[config.mk]
export PLATFORM = sky130hd
export DESIGN_NAME = cache_axi_bridge_flat
export DESIGN_NICKNAME = d
export VERILOG_FILES = /design/src/rtl/cache_axi_bridge_pkg.sv /design/src/rtl/cache_axi_bridge_if.sv /design/src/rtl/cache_axi_bridge.sv /design/src/flat_wrapper.sv
export SDC_FILE = /design/constraint.sdc
export NUM_CORES = 1
export LEC_CHECK = 0
export ABC_AREA = 1
export CAP_MARGIN = 10
export CORE_AREA = 5 5 144 146
export DETAILED_ROUTE_END_ITERATION = 7
export DIE_AREA = 0 0 149 151
export PLACE_DENSITY = 0.69
export SLEW_MARGIN = 15
export SYNTH_ARGS = -nofsm -noshare
export SYNTH_HDL_FRONTEND = slang
export SYNTH_SLANG_ARGS = --single-unit
[constraint.sdc]
create_clock -name clk -period 2.4 [get_ports clk]
set_clock_uncertainty 0.15 [all_clocks]
set_input_delay 0.6 -clock clk [delete_from_list [all_inputs] [get_ports clk]]
set_output_delay 0.6 -clock clk [all_outputs]
set_load 0.1 [all_outputs]
[src/rtl/cache_axi_bridge_pkg.sv]
// rtl/cache_axi_bridge_pkg.sv - shared state encoding, AXI constants and reset level for cache_axi_bridge
`ifndef RST_ENABLE
`define RST_ENABLE 1'b1
`endif

package cache_axi_bridge_pkg;
  typedef enum logic [2:0] {
    S_IDLE,
    S_AR,
    S_R,
    S_AWW,
    S_B,
    S_RESP
  } bridge_state_e;

  localparam logic [7:0] LEN_SINGLE   = 8'd0;
  localparam logic [2:0] SIZE_WORD    = 3'b010;
  localparam logic [1:0] BURST_INCR   = 2'b01;
  localparam logic [1:0] LOCK_NORMAL  = 2'b00;
  localparam logic [2:0] PROT_DEFAULT = 3'b000;
  localparam logic [3:0] CACHE_WB     = 4'b1111;
  localparam logic [3:0] CACHE_UC     = 4'b0000;

  function automatic logic [3:0] axi_cache(input logic cacheable);
    return cacheable ? CACHE_WB : CACHE_UC;
  endfunction
endpackage

[src/rtl/cache_axi_bridge_if.sv]
// rtl/cache_axi_bridge_if.sv - AXI3 channel bundle between the bridge (master) and the memory slave
interface cache_axi_bridge_if;
  logic [3:0]  arid;
  logic [31:0] araddr;
  logic [7:0]  arlen;
  logic [2:0]  arsize;
  logic [1:0]  arburst;
  logic [1:0]  arlock;
  logic [3:0]  arcache;
  logic [2:0]  arprot;
  logic        arvalid;
  logic        arready;

  logic [3:0]  rid;
  logic [31:0] rdata;
  logic [1:0]  rresp;
  logic        rlast;
  logic        rvalid;
  logic        rready;

  logic [3:0]  awid;
  logic [31:0] awaddr;
  logic [7:0]  awlen;
  logic [2:0]  awsize;
  logic [1:0]  awburst;
  logic [1:0]  awlock;
  logic [3:0]  awcache;
  logic [2:0]  awprot;
  logic        awvalid;
  logic        awready;

  logic [3:0]  wid;
  logic [31:0] wdata;
  logic [3:0]  wstrb;
  logic        wlast;
  logic        wvalid;
  logic        wready;

  logic [3:0]  bid;
  logic [1:0]  bresp;
  logic        bvalid;
  logic        bready;

  modport master (
    output arid, araddr, arlen, arsize, arburst, arlock, arcache, arprot, arvalid,
    input  arready,
    input  rid, rdata, rresp, rlast, rvalid,
    output rready,
    output awid, awaddr, awlen, awsize, awburst, awlock, awcache, awprot, awvalid,
    input  awready,
    output wid, wdata, wstrb, wlast, wvalid,
    input  wready,
    input  bid, bresp, bvalid,
    output bready
  );

  modport slave (
    input  arid, araddr, arlen, arsize, arburst, arlock, arcache, arprot, arvalid,
    output arready,
    output rid, rdata, rresp, rlast, rvalid,
    input  rready,
    input  awid, awaddr, awlen, awsize, awburst, awlock, awcache, awprot, awvalid,
    output awready,
    input  wid, wdata, wstrb, wlast, wvalid,
    output wready,
    output bid, bresp, bvalid,
    input  bready
  );
endinterface

[src/rtl/cache_axi_bridge.sv]
// rtl/cache_axi_bridge.sv - single-outstanding AXI3 master behind the CPU SRAM-style inst/data ports
// Optional BRIDGE_EARLY_WACK_EN: ack writes once AW/W are done and drain B in the background.
module cache_axi_bridge
  import cache_axi_bridge_pkg::*;
#(
  parameter logic [3:0] INST_ID = 4'd0,
  parameter logic [3:0] DATA_ID = 4'd1
) (
  input  logic        clk,
  input  logic        rst,
  input  logic [31:0] inst_addr_i,
  input  logic        inst_ren_i,
  output logic        inst_valid_o,
  output logic [31:0] inst_rd_o,
  input  logic [31:0] data_addr_i,
  input  logic        data_ren_i,
  input  logic [3:0]  data_wen_i,
  input  logic [31:0] data_wd_i,
  output logic        data_valid_o,
  output logic [31:0] data_rd_o,
  input  logic        is_cache_i,
  cache_axi_bridge_if.master axi
);

  bridge_state_e state_q;
  logic [31:0] addr_q, wd_q, inst_rd_q, data_rd_q;
  logic [3:0]  wen_q;
  logic        cache_q, src_data_q;
  logic        arvalid_q, rready_q, awvalid_q, wvalid_q, bready_q;
  logic        aw_done_q, w_done_q, inst_valid_q, data_valid_q;
  logic        aw_done_d, w_done_d, accept_ok;
  logic        unused_axi;

  assign aw_done_d = aw_done_q | (awvalid_q & axi.awready);
  assign w_done_d  = w_done_q  | (wvalid_q & axi.wready);

`ifdef BRIDGE_EARLY_WACK_EN
  // bready_q stays high while an early-acked write still owes its B beat
  assign accept_ok = ~bready_q;
`else
  assign accept_ok = 1'b1;
`endif

  always_ff @(posedge clk) begin
    if (rst == `RST_ENABLE) begin
      state_q      <= S_IDLE;
      addr_q       <= '0;
      wd_q         <= '0;
      wen_q        <= '0;
      cache_q      <= 1'b0;
      src_data_q   <= 1'b0;
      arvalid_q    <= 1'b0;
      rready_q     <= 1'b0;
      awvalid_q    <= 1'b0;
      wvalid_q     <= 1'b0;
      bready_q     <= 1'b0;
      aw_done_q    <= 1'b0;
      w_done_q     <= 1'b0;
      inst_valid_q <= 1'b0;
      data_valid_q <= 1'b0;
      inst_rd_q    <= '0;
      data_rd_q    <= '0;
    end else begin
      inst_valid_q <= 1'b0;
      data_valid_q <= 1'b0;
      if (bready_q && axi.bvalid) begin
        bready_q <= 1'b0;
      end
      case (state_q)
        S_IDLE: begin
          if (accept_ok && (data_ren_i || (data_wen_i != 4'b0000) || inst_ren_i)) begin
            wd_q       <= data_wd_i;
            wen_q      <= data_wen_i;
            cache_q    <= is_cache_i;
            src_data_q <= data_ren_i || (data_wen_i != 4'b0000);
            addr_q     <= (data_ren_i || (data_wen_i != 4'b0000)) ? data_addr_i : inst_addr_i;
            if (!data_ren_i && (data_wen_i != 4'b0000)) begin
              awvalid_q <= 1'b1;
              wvalid_q  <= 1'b1;
              aw_done_q <= 1'b0;
              w_done_q  <= 1'b0;
              state_q   <= S_AWW;
            end else begin
              arvalid_q <= 1'b1;
              state_q   <= S_AR;
            end
          end
        end
        S_AR: begin
          if (axi.arready) begin
            arvalid_q <= 1'b0;
            rready_q  <= 1'b1;
            state_q   <= S_R;
          end
        end
        S_R: begin
          if (axi.rvalid) begin
            rready_q <= 1'b0;
            if (src_data_q) begin
              data_rd_q    <= axi.rdata;
              data_valid_q <= 1'b1;
            end else begin
              inst_rd_q    <= axi.rdata;
              inst_valid_q <= 1'b1;
            end
            state_q <= S_RESP;
          end
        end
        S_AWW: begin
          aw_done_q <= aw_done_d;
          w_done_q  <= w_done_d;
          if (axi.awready) awvalid_q <= 1'b0;
          if (axi.wready)  wvalid_q  <= 1'b0;
          if (aw_done_d && w_done_d) begin
            bready_q <= 1'b1;
`ifdef BRIDGE_EARLY_WACK_EN
            data_valid_q <= 1'b1;
            state_q      <= S_RESP;
`else
            state_q      <= S_B;
`endif
          end
        end
        S_B: begin
          if (axi.bvalid) begin
            data_valid_q <= 1'b1;
            state_q      <= S_RESP;
          end
        end
        S_RESP:  state_q <= S_IDLE;
        default: state_q <= S_IDLE;
      endcase
    end
  end

  // Response id/resp/last are deliberately not checked: one transaction in flight, single beat.
  assign unused_axi = ^{axi.rid, axi.rresp, axi.rlast, axi.bid, axi.bresp};

  assign axi.arid    = src_data_q ? DATA_ID : INST_ID;
  assign axi.araddr  = addr_q;
  assign axi.arlen   = LEN_SINGLE;
  assign axi.arsize  = SIZE_WORD;
  assign axi.arburst = BURST_INCR;
  assign axi.arlock  = LOCK_NORMAL;
  assign axi.arcache = axi_cache(cache_q);
  assign axi.arprot  = PROT_DEFAULT;
  assign axi.arvalid = arvalid_q;
  assign axi.rready  = rready_q;

  assign axi.awid    = DATA_ID;
  assign axi.awaddr  = addr_q;
  assign axi.awlen   = LEN_SINGLE;
  assign axi.awsize  = SIZE_WORD;
  assign axi.awburst = BURST_INCR;
  assign axi.awlock  = LOCK_NORMAL;
  assign axi.awcache = axi_cache(cache_q);
  assign axi.awprot  = PROT_DEFAULT;
  assign axi.awvalid = awvalid_q;

  assign axi.wid     = DATA_ID;
  assign axi.wdata   = wd_q;
  assign axi.wstrb   = wen_q;
  assign axi.wlast   = 1'b1;
  assign axi.wvalid  = wvalid_q;
  assign axi.bready  = bready_q;

  assign inst_valid_o = inst_valid_q;
  assign data_valid_o = data_valid_q;
  assign inst_rd_o    = inst_rd_q;
  assign data_rd_o    = data_rd_q;

endmodule

[src/flat_wrapper.sv]
// flat-port wrapper written by rule: the top's interface ports become plain ports
module cache_axi_bridge_flat import cache_axi_bridge_pkg::*;
#(
  parameter logic [3:0] INST_ID = 4'd0,
  parameter logic [3:0] DATA_ID = 4'd1
)
  (clk, rst, inst_addr_i, inst_ren_i, inst_valid_o, inst_rd_o, data_addr_i, data_ren_i, data_wen_i, data_wd_i, data_valid_o, data_rd_o, is_cache_i, axi_arid, axi_araddr, axi_arlen, axi_arsize, axi_arburst, axi_arlock, axi_arcache, axi_arprot, axi_arvalid, axi_arready, axi_rid, axi_rdata, axi_rresp, axi_rlast, axi_rvalid, axi_rready, axi_awid, axi_awaddr, axi_awlen, axi_awsize, axi_awburst, axi_awlock, axi_awcache, axi_awprot, axi_awvalid, axi_awready, axi_wid, axi_wdata, axi_wstrb, axi_wlast, axi_wvalid, axi_wready, axi_bid, axi_bresp, axi_bvalid, axi_bready);
  cache_axi_bridge_if axi_i ();
  input  logic clk;
  input  logic rst;
  input  logic [31:0] inst_addr_i;
  input  logic inst_ren_i;
  output logic inst_valid_o;
  output logic [31:0] inst_rd_o;
  input  logic [31:0] data_addr_i;
  input  logic data_ren_i;
  input  logic [3:0] data_wen_i;
  input  logic [31:0] data_wd_i;
  output logic data_valid_o;
  output logic [31:0] data_rd_o;
  input  logic is_cache_i;
  output wire logic [$bits(axi_i.arid)-1:0] axi_arid;
  output wire logic [$bits(axi_i.araddr)-1:0] axi_araddr;
  output wire logic [$bits(axi_i.arlen)-1:0] axi_arlen;
  output wire logic [$bits(axi_i.arsize)-1:0] axi_arsize;
  output wire logic [$bits(axi_i.arburst)-1:0] axi_arburst;
  output wire logic [$bits(axi_i.arlock)-1:0] axi_arlock;
  output wire logic [$bits(axi_i.arcache)-1:0] axi_arcache;
  output wire logic [$bits(axi_i.arprot)-1:0] axi_arprot;
  output wire logic [$bits(axi_i.arvalid)-1:0] axi_arvalid;
  input wire logic [$bits(axi_i.arready)-1:0] axi_arready;
  input wire logic [$bits(axi_i.rid)-1:0] axi_rid;
  input wire logic [$bits(axi_i.rdata)-1:0] axi_rdata;
  input wire logic [$bits(axi_i.rresp)-1:0] axi_rresp;
  input wire logic [$bits(axi_i.rlast)-1:0] axi_rlast;
  input wire logic [$bits(axi_i.rvalid)-1:0] axi_rvalid;
  output wire logic [$bits(axi_i.rready)-1:0] axi_rready;
  output wire logic [$bits(axi_i.awid)-1:0] axi_awid;
  output wire logic [$bits(axi_i.awaddr)-1:0] axi_awaddr;
  output wire logic [$bits(axi_i.awlen)-1:0] axi_awlen;
  output wire logic [$bits(axi_i.awsize)-1:0] axi_awsize;
  output wire logic [$bits(axi_i.awburst)-1:0] axi_awburst;
  output wire logic [$bits(axi_i.awlock)-1:0] axi_awlock;
  output wire logic [$bits(axi_i.awcache)-1:0] axi_awcache;
  output wire logic [$bits(axi_i.awprot)-1:0] axi_awprot;
  output wire logic [$bits(axi_i.awvalid)-1:0] axi_awvalid;
  input wire logic [$bits(axi_i.awready)-1:0] axi_awready;
  output wire logic [$bits(axi_i.wid)-1:0] axi_wid;
  output wire logic [$bits(axi_i.wdata)-1:0] axi_wdata;
  output wire logic [$bits(axi_i.wstrb)-1:0] axi_wstrb;
  output wire logic [$bits(axi_i.wlast)-1:0] axi_wlast;
  output wire logic [$bits(axi_i.wvalid)-1:0] axi_wvalid;
  input wire logic [$bits(axi_i.wready)-1:0] axi_wready;
  input wire logic [$bits(axi_i.bid)-1:0] axi_bid;
  input wire logic [$bits(axi_i.bresp)-1:0] axi_bresp;
  input wire logic [$bits(axi_i.bvalid)-1:0] axi_bvalid;
  output wire logic [$bits(axi_i.bready)-1:0] axi_bready;
  assign axi_arid = axi_i.arid;
  assign axi_araddr = axi_i.araddr;
  assign axi_arlen = axi_i.arlen;
  assign axi_arsize = axi_i.arsize;
  assign axi_arburst = axi_i.arburst;
  assign axi_arlock = axi_i.arlock;
  assign axi_arcache = axi_i.arcache;
  assign axi_arprot = axi_i.arprot;
  assign axi_arvalid = axi_i.arvalid;
  assign axi_i.arready = axi_arready;
  assign axi_i.rid = axi_rid;
  assign axi_i.rdata = axi_rdata;
  assign axi_i.rresp = axi_rresp;
  assign axi_i.rlast = axi_rlast;
  assign axi_i.rvalid = axi_rvalid;
  assign axi_rready = axi_i.rready;
  assign axi_awid = axi_i.awid;
  assign axi_awaddr = axi_i.awaddr;
  assign axi_awlen = axi_i.awlen;
  assign axi_awsize = axi_i.awsize;
  assign axi_awburst = axi_i.awburst;
  assign axi_awlock = axi_i.awlock;
  assign axi_awcache = axi_i.awcache;
  assign axi_awprot = axi_i.awprot;
  assign axi_awvalid = axi_i.awvalid;
  assign axi_i.awready = axi_awready;
  assign axi_wid = axi_i.wid;
  assign axi_wdata = axi_i.wdata;
  assign axi_wstrb = axi_i.wstrb;
  assign axi_wlast = axi_i.wlast;
  assign axi_wvalid = axi_i.wvalid;
  assign axi_i.wready = axi_wready;
  assign axi_i.bid = axi_bid;
  assign axi_i.bresp = axi_bresp;
  assign axi_i.bvalid = axi_bvalid;
  assign axi_bready = axi_i.bready;
  cache_axi_bridge #(.INST_ID(INST_ID), .DATA_ID(DATA_ID)) u_core (.clk(clk), .rst(rst), .inst_addr_i(inst_addr_i), .inst_ren_i(inst_ren_i), .inst_valid_o(inst_valid_o), .inst_rd_o(inst_rd_o), .data_addr_i(data_addr_i), .data_ren_i(data_ren_i), .data_wen_i(data_wen_i), .data_wd_i(data_wd_i), .data_valid_o(data_valid_o), .data_rd_o(data_rd_o), .is_cache_i(is_cache_i), .axi(axi_i));
endmodule
==> results of run 1 <==
[registers in the layout (all words and copies together) (netlist names)]
signal               count
u_core.aw_done_q         1
u_core.axi.araddr       32
u_core.axi.arvalid       1
u_core.axi.awvalid       1
u_core.axi.bready        1
u_core.axi.rready        1
u_core.axi.wdata        32
u_core.axi.wstrb         4
u_core.axi.wvalid        1
u_core.cache_q           1
u_core.data_rd_o        32
u_core.data_valid_o      1
u_core.inst_rd_o        32
u_core.inst_valid_o      1
u_core.src_data_q        1
u_core.state_q           3
u_core.w_done_q          1
[how the worst min path moves through the flow]
| stage | slack (ns) | start | endpoint | cells after the start |
|---|---|---|---|---|
| 5_1_grt | 0.32 | u_core.axi.arvalid | u_core.axi.arvalid | 2 |
| 6_report | 0.30 | u_core.axi.arvalid | u_core.axi.arvalid | 2 |
| 3_5_place_dp | 0.29 | u_core.axi.arvalid | u_core.axi.arvalid | 2 |
| 2_1_floorplan | 0.29 | u_core.aw_done_q | u_core.aw_done_q | 2 |
| 3_3_place_gp | 0.29 | u_core.axi.arvalid | u_core.axi.arvalid | 2 |
| 4_1_cts | 0.30 | u_core.axi.arvalid | u_core.axi.arvalid | 2 |
[per-stage QoR]
| stage | setup slack, ns | instance area, um^2 | utilization (%) | setup TNS (ns) | cells |
|---|---|---|---|---|---|
| after global placement | 0.0270 | 8940 | 46.4 | 0 | 1389 |
| final | 0.386 | 9530 | 49.5 | 0 | 1423 |
| after global routing | 0.318 | 9530 | 49.4 | 0 | 1422 |
| after CTS | 0.391 | 9530 | 49.4 | 0 | 1421 |
| after detailed placement | -0.0314 | 8940 | 46.4 | -0.721 | 1389 |
| after floorplan | 0.276 | 6480 | - | 0 | 918 |
[kinds of logic after synthesis]
| logic type | Yosys count | synth area share, % |
|---|---|---|
| flops | 146 | 46.4 |
| simple gates | 421 | 26.5 |
| compound gates | 147 | 11.7 |
| other cells | 2 | 0.119 |
| buf+inv | 156 | 15.4 |
[placed cells by master (no fill, tap or decap), types with 3 or more instances in the layout]
cell,n
nor2_1,200
buf_4,193
nand2_1,191
dfxtp_1,146
clkdlybuf4s50_1,140
o21ai_0,103
conb_1,48
a21oi_1,44
clkbuf_16,17
inv_1,13
nor2_2,13
buf_12,9
inv_2,6
nand3_1,6
inv_6,5
nand2_2,3
nor2_4,3
clkinvlp_4,3
[area by class of cell]
cell class	instances	area [um^2]
multi-input cells	616	2580
well taps	265	332
clock buffers	19	433
flip-flops and latches	146	2920
inverters	19	71.3
diodes	2	5.00
clock inverters	13	149
repair buffers	343	3040
fillers	1952	9740
[per-layer routing]
metal  track usage (%)  vias up
met4              5.86        2
met1              19.8     2745
met5                 0        -
met2              29.9      234
li1                  -     3143
met3              8.47       26
[critical path: cells and delay by family]
kind,cells,cell delay (ns)
buffers and inverters,3,0.75
and+or+nand+nor,6,0.71
AOI/OAI and AO/OA,1,0.06
==> metrics.csv, run 1 <==
metric,value,unit
htreeDepth,4,
wl_met2,10200,um
netlist_top_cells_area,"dfxtp_1 46%, nor2_1 12%, nand2_1 11%, buf_4 11%, o21ai_0 8.2%",
drive_gt1_share,22.4,%
cts_setup_buffers,0,
grt_usage,17.7,%
max_cap_violations,0,
areaGrowthSynthToFinish,51.2,%
hold_buffers,0,
r2r_end,u_core.inst_rd_o[2],
ff2ff_path_depth,7,
place.gp.congestion,0.745,
dieWidth,149,um
detail-route-antenna-nets,0,
r2r-start,u_core.state_q[0],
yosys_warnings,0,
path_max_fanout,30,
cpMostUsedCell,nand2_1,
synth_largest_area_cell,dfxtp_1,
ys_async_sr_fraction,0,%
finalWirelength,21100,um
critical_path_arrival,2.13,ns
tritoncts,built,
num_vias,6150,
io_pins,383,
rows,51,
ys_types,20,
max_freq,497,MHz
wl_met3,2320,um
r2r_slack,0.73,ns
clock_latency,0.41,ns
grt_pass1_vias,5827,
netlist_instances,872,
synth-seq-cells,146,
path_clk_slew,0.06,ns
syn_area,6300,um^2
min_period,2.01,ns
grt_pass1_wl,31400,um
synth_top_cell_area_share,46.4,%
design.core.area,19300,um^2
worstSetupEndpoint,u_core.axi.araddr[23],
drt_first_pass_iters,4,
setup_viol,0,
drt_iter0_drc,174,
die-area,22500,um^2
post_cts_resized,0,
timing.critical_path.from_type,input pin,
drv_slew,0,
worstPathRequired,2.52,ns
rsz0062_at_grt,no,
hpwl,15400,um
ys_seq_area_share,46.4,%
initial_core_util,32.7,%
hold_ws,0.300,ns
wl_per_cell,14.8,um
startpoint,data_wen_i[3],
path_class,in -> reg,
routed.top_layer,met5,
yosysMostFrequentCell,nor2_1,
die_h,151,um
hold_path.class,reg -> reg,
cts_root_buf,clkbuf_16,
hold_violations,0,
crit_chain,clkdlybuf4s50_1 > nor2_1 > nand2_1 > nor2_4 > nand2_2 > nand2_4 > inv_2 > buf_12 > nand2_1 > a21oi_1,
syn_avg_cell_area,7.23,um^2
remaining_drc_errors,0,
crit_path_top_delay_cell,clkdlybuf4s50_1,
synth_edf_count,0,
cts_inserted_buffers,17,
cts_buffer_depth,2,
status,"finished, final reports clean",
synth_common_cells,"200 x nor2_1, 191 x nand2_1, 146 x dfxtp_1",
endpoint_kind,register,
antenna_found_initial,2,
via_per_inst,4.32,
drt-met1-wl,8130,um
synth_flop_cell,dfxtp_1,
nNetsFinal,1298,
gr-total-overflow,0,
cts.sinks,146,
port_buffers,321,
critPathMaxStageDelay,0.44,ns
period_share,83.9,%
grt_max_degree,105,
Power of run 1 is not shown: default switching activity piles up to over one toggle a cycle in this logic, so the estimate is an artifact.
==> inputs of run 2 (changes only) <==
Settings changed: CORE_AREA 5 5 144 146 to 5 5 147 149, DIE_AREA 0 0 149 151 to 0 0 152 154, PLACE_DENSITY 0.69 to 0.67.
Clock period 2.4 ns to 2.1 ns, I/O delays scaled along.
==> run 2 against run 1 <==
Worst setup slack worse by 0.20 ns. Utilization rose by 9.5 points. Register-to-register slack worse by 0.26 ns. Largest cell class unchanged.
==> metrics.csv, run 2 (synthesized netlist as in run 1, its figures left out) <==
metric,value,unit
status,"finished, final reports clean",
hpwl,17300,um
crit_path_top_delay_cell,clkdlybuf4s50_1,
drt-met1-wl,8740,um
drv_slew,0,
path_max_fanout,43,
power.density,1850,nW/um^2
leakagePower,5.11,nW
cts.sinks,146,
fillCellCount,1710,
gr-total-overflow,0,
final_common_cell,nor2_1,
drt_first_pass_iters,4,
grt_pass1_vias,6069,
via_per_inst,4.38,
detail-route-antenna-nets,0,
peakVddDrop,0.776,mV
io_pins,383,
worstPathRequired,2.29,ns
hold_violations,0,
num_vias,6275,
nNetsFinal,1303,
htreeDepth,4,
initial_core_util,31.5,%
crit_family,simple AND/OR/NAND/NOR gates,
drive_gt1_share,22.9,%
remaining_drc_errors,0,
areaGrowthSynthToFinish,87.6,%
wl_met2,11000,um
grt_pass1_wl,34600,um
wl_per_cell,15.7,um
grt_usage,18.5,%
final_cell_area,11800,um^2
path_clk_slew,0.07,ns
die_h,154,um
rows,52,
relSlewSlack,66.0,%
cts_root_buf,clkbuf_16,
clock_latency,0.42,ns
crit_chain,clkdlybuf4s50_1 > nor2_1 > nand2_1 > nor2_4 > nand2_2 > nand2_4 > buf_12 > nand2_1 > a21oi_1,
cts_inserted_buffers,17,
timing.critical_path.from_type,input pin,
max_cap_violations,0,
design.core.area,20000,um^2
grt_max_degree,44,
place.gp.congestion,0.794,
die-area,23400,um^2
hold_buffers,0,
tightest_slew,0.510,ns
min_period,1.92,ns
finalWirelength,22400,um
tritoncts,built,
path_buf_inv,2,
hold_path.class,reg -> reg,
r2r_slack,0.47,ns
cts_buffer_depth,2,
max_freq,522,MHz
post_cts_resized,0,
routed.top_layer,met4,
path_class,in -> reg,
wl_met3,2300,um
mostFrequentLayoutCells,"200 x nor2_1, 191 x nand2_1, 190 x buf_12, 146 x dfxtp_1, 140 x clkdlybuf4s50_1",
rsz0062_at_grt,no,
period_share,91.3,%
setup_viol,0,
cts_setup_buffers,0,
drt_iter0_drc,210,
antenna_found_initial,1,
endpoint_kind,register,
port_buffers,321,
dpl_cell_area,11300,um^2
critical_path_arrival,2.11,ns
critPathMaxStageDelay,0.42,ns
cpMostUsedCell,nand2_1,
finalPower,0.0218,W
dieWidth,152,um
==> run 2: changes by cell type in the layout (fill, tap and decap cells not counted) <==
cell       delta
buf_4       -176
clkbuf_1      -2
buf_12      +181
inv_8         +4
clkinv_4      -1
bufinv_16     -2
diode_2       -1
clkinv_8      +1
==> run 2: layout make-up <==
cell class | instances | area, um^2 | area share, %
diodes | 1 | 2.50 | 0.0212
multi-input cells | 616 | 2580 | 21.9
well taps | 270 | 338 | 2.86
inverters | 19 | 71.3 | 0.603
clock inverters | 15 | 141 | 1.20
repair buffers | 348 | 5340 | 45.1
flip-flops and latches | 146 | 2920 | 24.7
clock buffers | 17 | 425 | 3.60
==> run 2: metrics by stage <==
step           utilization, %  setup TNS (ns)  setup slack, ns  hold WS (ns)  std cells
6_report                 59.0               0            0.184         0.313       1432
5_1_grt                  59.0               0           0.0860         0.344       1432
4_1_cts                  59.0               0            0.210         0.310       1431
3_5_place_dp             56.2          -13.48           -0.230         0.302       1399
3_3_place_gp             56.2          -10.81           -0.187         0.297       1399
2_1_floorplan               -               0           0.0515         0.289        918
==> run 2: path summary, 6_finish.rpt <==
check,from,end,cells after the start
setup / recovery,data_wen_i[3],u_core.axi.araddr[28],9
hold / removal,u_core.aw_done_q,u_core.aw_done_q,2
setup reg to reg,u_core.state_q[1],u_core.axi.araddr[28],8
hold reg to reg,u_core.aw_done_q,u_core.aw_done_q,2
==> run 2: routing by layer <==
layer | global-route usage (%) | vias to the layer above
met5 | 0 | -
met1 | 21.0 | 2853
met3 | 9.58 | 22
met2 | 30.4 | 244
met4 | 5.52 | 0
li1 | - | 3156
==> run 2: worst min-delay path, stage by stage (launching register included) <==
cell	delay (ns)
dfxtp_1	0.31
nand2_1	0.06
a21oi_1	0.05
==> run 2: report_power, final <==
part	leakage (nW)	switching [W]	total (W)	internal, W
registers	1.20	0.000995	0.00453	0.00354
clock network	0.272	0.00137	0.00294	0.00157
logic	3.64	0.00966	0.0143	0.00468
No activity file was read; power rests on OpenSTA's default activity.
==> inputs of run 3 (changes only) <==
Settings changed: PLACE_DENSITY 0.67 to 0.73.
==> run 3 against run 2 <==
Flip-flop and latch count unchanged. Highest routed layer is now met5. Final cell count is 0.35% lower. Largest cell class unchanged. Worst hold slack improved by 0.0035 ns. Worst setup slack worse by 0.049 ns. Maximum frequency shrank 2.5%. Die area unchanged. Critical path depth stayed put. Clock power increased by 5%. Register-to-register slack lost 0.06 ns. Global-route usage grew 0.32 points. Cell area fell by 0.15%. Sequential share of layout area about the same.
==> metrics.csv, run 3 (synthesized netlist as in run 1, its figures left out) <==
metric,value,unit
period_share,93.6,%
r2r-start,u_core.state_q[1],
cpMostUsedCell,nand2_1,
grt_use_met3,9.30,%
hpwl,17600,um
remaining_drc_errors,0,
drv_slew,0,
setup_viol,0,
dieWidth,152,um
r2r_slack,0.41,ns
hold_ws,0.316,ns
crit_path_top_delay_cell,clkdlybuf4s50_1,
finalWirelength,23000,um
via_per_inst,4.47,
wl_per_cell,16.1,um
drt_iter0_drc,233,
status,"finished, final reports clean",
drt_first_pass_iters,4,
post_cts_resized,0,
die-area,23400,um^2
antenna_cells,0,
mostFrequentLayoutCells,"200 x nor2_1, 191 x nand2_1, 189 x buf_12, 146 x dfxtp_1, 140 x clkdlybuf4s50_1",
grt_usage,18.8,%
leakagePower,5.09,nW
ff2ff_path_depth,8,
cts_inserted_buffers,17,
finalPower,0.0220,W
gr-total-overflow,0,
max_cap_violations,0,
drive_gt1_share,22.4,%
port_buffers,321,
path_clk_slew,0.06,ns
critPathMaxStageDelay,0.42,ns
timing.critical_path.from_type,input pin,
initial_core_util,31.5,%
grt_max_degree,65,
path_max_fanout,30,
areaGrowthSynthToFinish,87.3,%
die_h,154,um
min_period,1.97,ns
grt_pass1_wl,35500,um
nNetsFinal,1299,
r2r_end,u_core.axi.araddr[28],
cts.sinks,146,
grt_use_met2,32.5,%
hold_path.class,reg -> reg,
tns,0,ns
final_cell_area,11800,um^2
cts_root_buf,clkbuf_16,
final_common_cell,nor2_1,
grt_pass1_vias,6230,
antenna_found_initial,1,
peakVddDrop,0.843,mV
critical_path_arrival,2.14,ns
num_vias,6379,
io_pins,383,
worstSetupEndpoint,u_core.axi.araddr[28],
detail-route-antenna-nets,0,
dpl_cell_area,11200,um^2
hold_buffers,0,
clock_latency,0.41,ns
power.density,1870,nW/um^2
rows,52,
rsz0062_at_grt,no,
cts_setup_buffers,0,
hold_violations,0,
relSlewSlack,64.8,%
startpoint,data_wen_i[3],
endpoint_kind,register,
busiest_layer,met2,
htreeDepth,4,
cts_buffer_depth,2,
met1_usage,20.7,%
max_freq,509,MHz
crit_chain,clkdlybuf4s50_1 > nor2_1 > nand2_1 > nor2_4 > buf_4 > nand2_1 > nand2_1 > nand2_1 > a21oi_1,
path_class,in -> reg,
tritoncts,built,
worstPathRequired,2.27,ns
tightest_slew,0.528,ns
design.core.area,20000,um^2
place.gp.congestion,0.779,
## run 3: changes by cell type in the layout (fill, tap and decap cells not counted), sizes merged
cell	change
buf	-4
bufinv	+3
clkbuf	+3
clkinv	+2
diode	-1
inv	-8
## run 3: final cells by class
class | instances | area [um^2]
sequential | 146 | 2920
multi-input combinational | 616 | 2580
clock inverter | 12 | 158
tap | 270 | 338
fill | 1668 | 8230
clock buffer | 20 | 437
inverter | 19 | 71.3
timing repair buffer | 344 | 5300
## run 3: per-stage QoR
stage	std cells	worst slack (ns)	util (%)
2_1_floorplan	918	0.0515	-
6_report	1427	0.134	58.9
5_1_grt	1427	0.0413	58.9
4_1_cts	1427	0.145	58.9
3_3_place_gp	1395	-0.224	55.9
3_5_place_dp	1395	-0.275	55.9
## run 3: worst max-delay path, delay by kind of cell
kind,cells,cell delay (ns)
buffers and inverters,2,0.77
AOI/OAI and AO/OA,1,0.17
and+or+nand+nor,6,0.65
## run 3: worst min-delay path by stage
stage,startpoint,to,slack (ns),cells after the start
2_1_floorplan,u_core.aw_done_q,u_core.aw_done_q,0.29,2
3_3_place_gp,u_core.w_done_q,u_core.w_done_q,0.30,2
3_5_place_dp,u_core.aw_done_q,u_core.aw_done_q,0.31,2
4_1_cts,u_core.aw_done_q,u_core.aw_done_q,0.32,2
5_1_grt,u_core.aw_done_q,u_core.aw_done_q,0.36,2
6_report,u_core.aw_done_q,u_core.aw_done_q,0.32,2
## run 3: power breakdown
group | internal (W) | total, W | leakage, nW | switching (W)
combinational | 0.00471 | 0.0144 | 3.61 | 0.00970
sequential | 0.00354 | 0.00454 | 1.20 | 0.000998
clock | 0.00188 | 0.00309 | 0.281 | 0.00122
total | 0.0101 | 0.0220 | 5.09 | 0.0119
## run 3: layer usage
metal | share of wire, % | vias up
met3 | 11 | 27
met2 | 50 | 295
li1 | - | 3144
met1 | 38 | 2911
met4 | 1.6 | 2
met5 | 0.056 | -
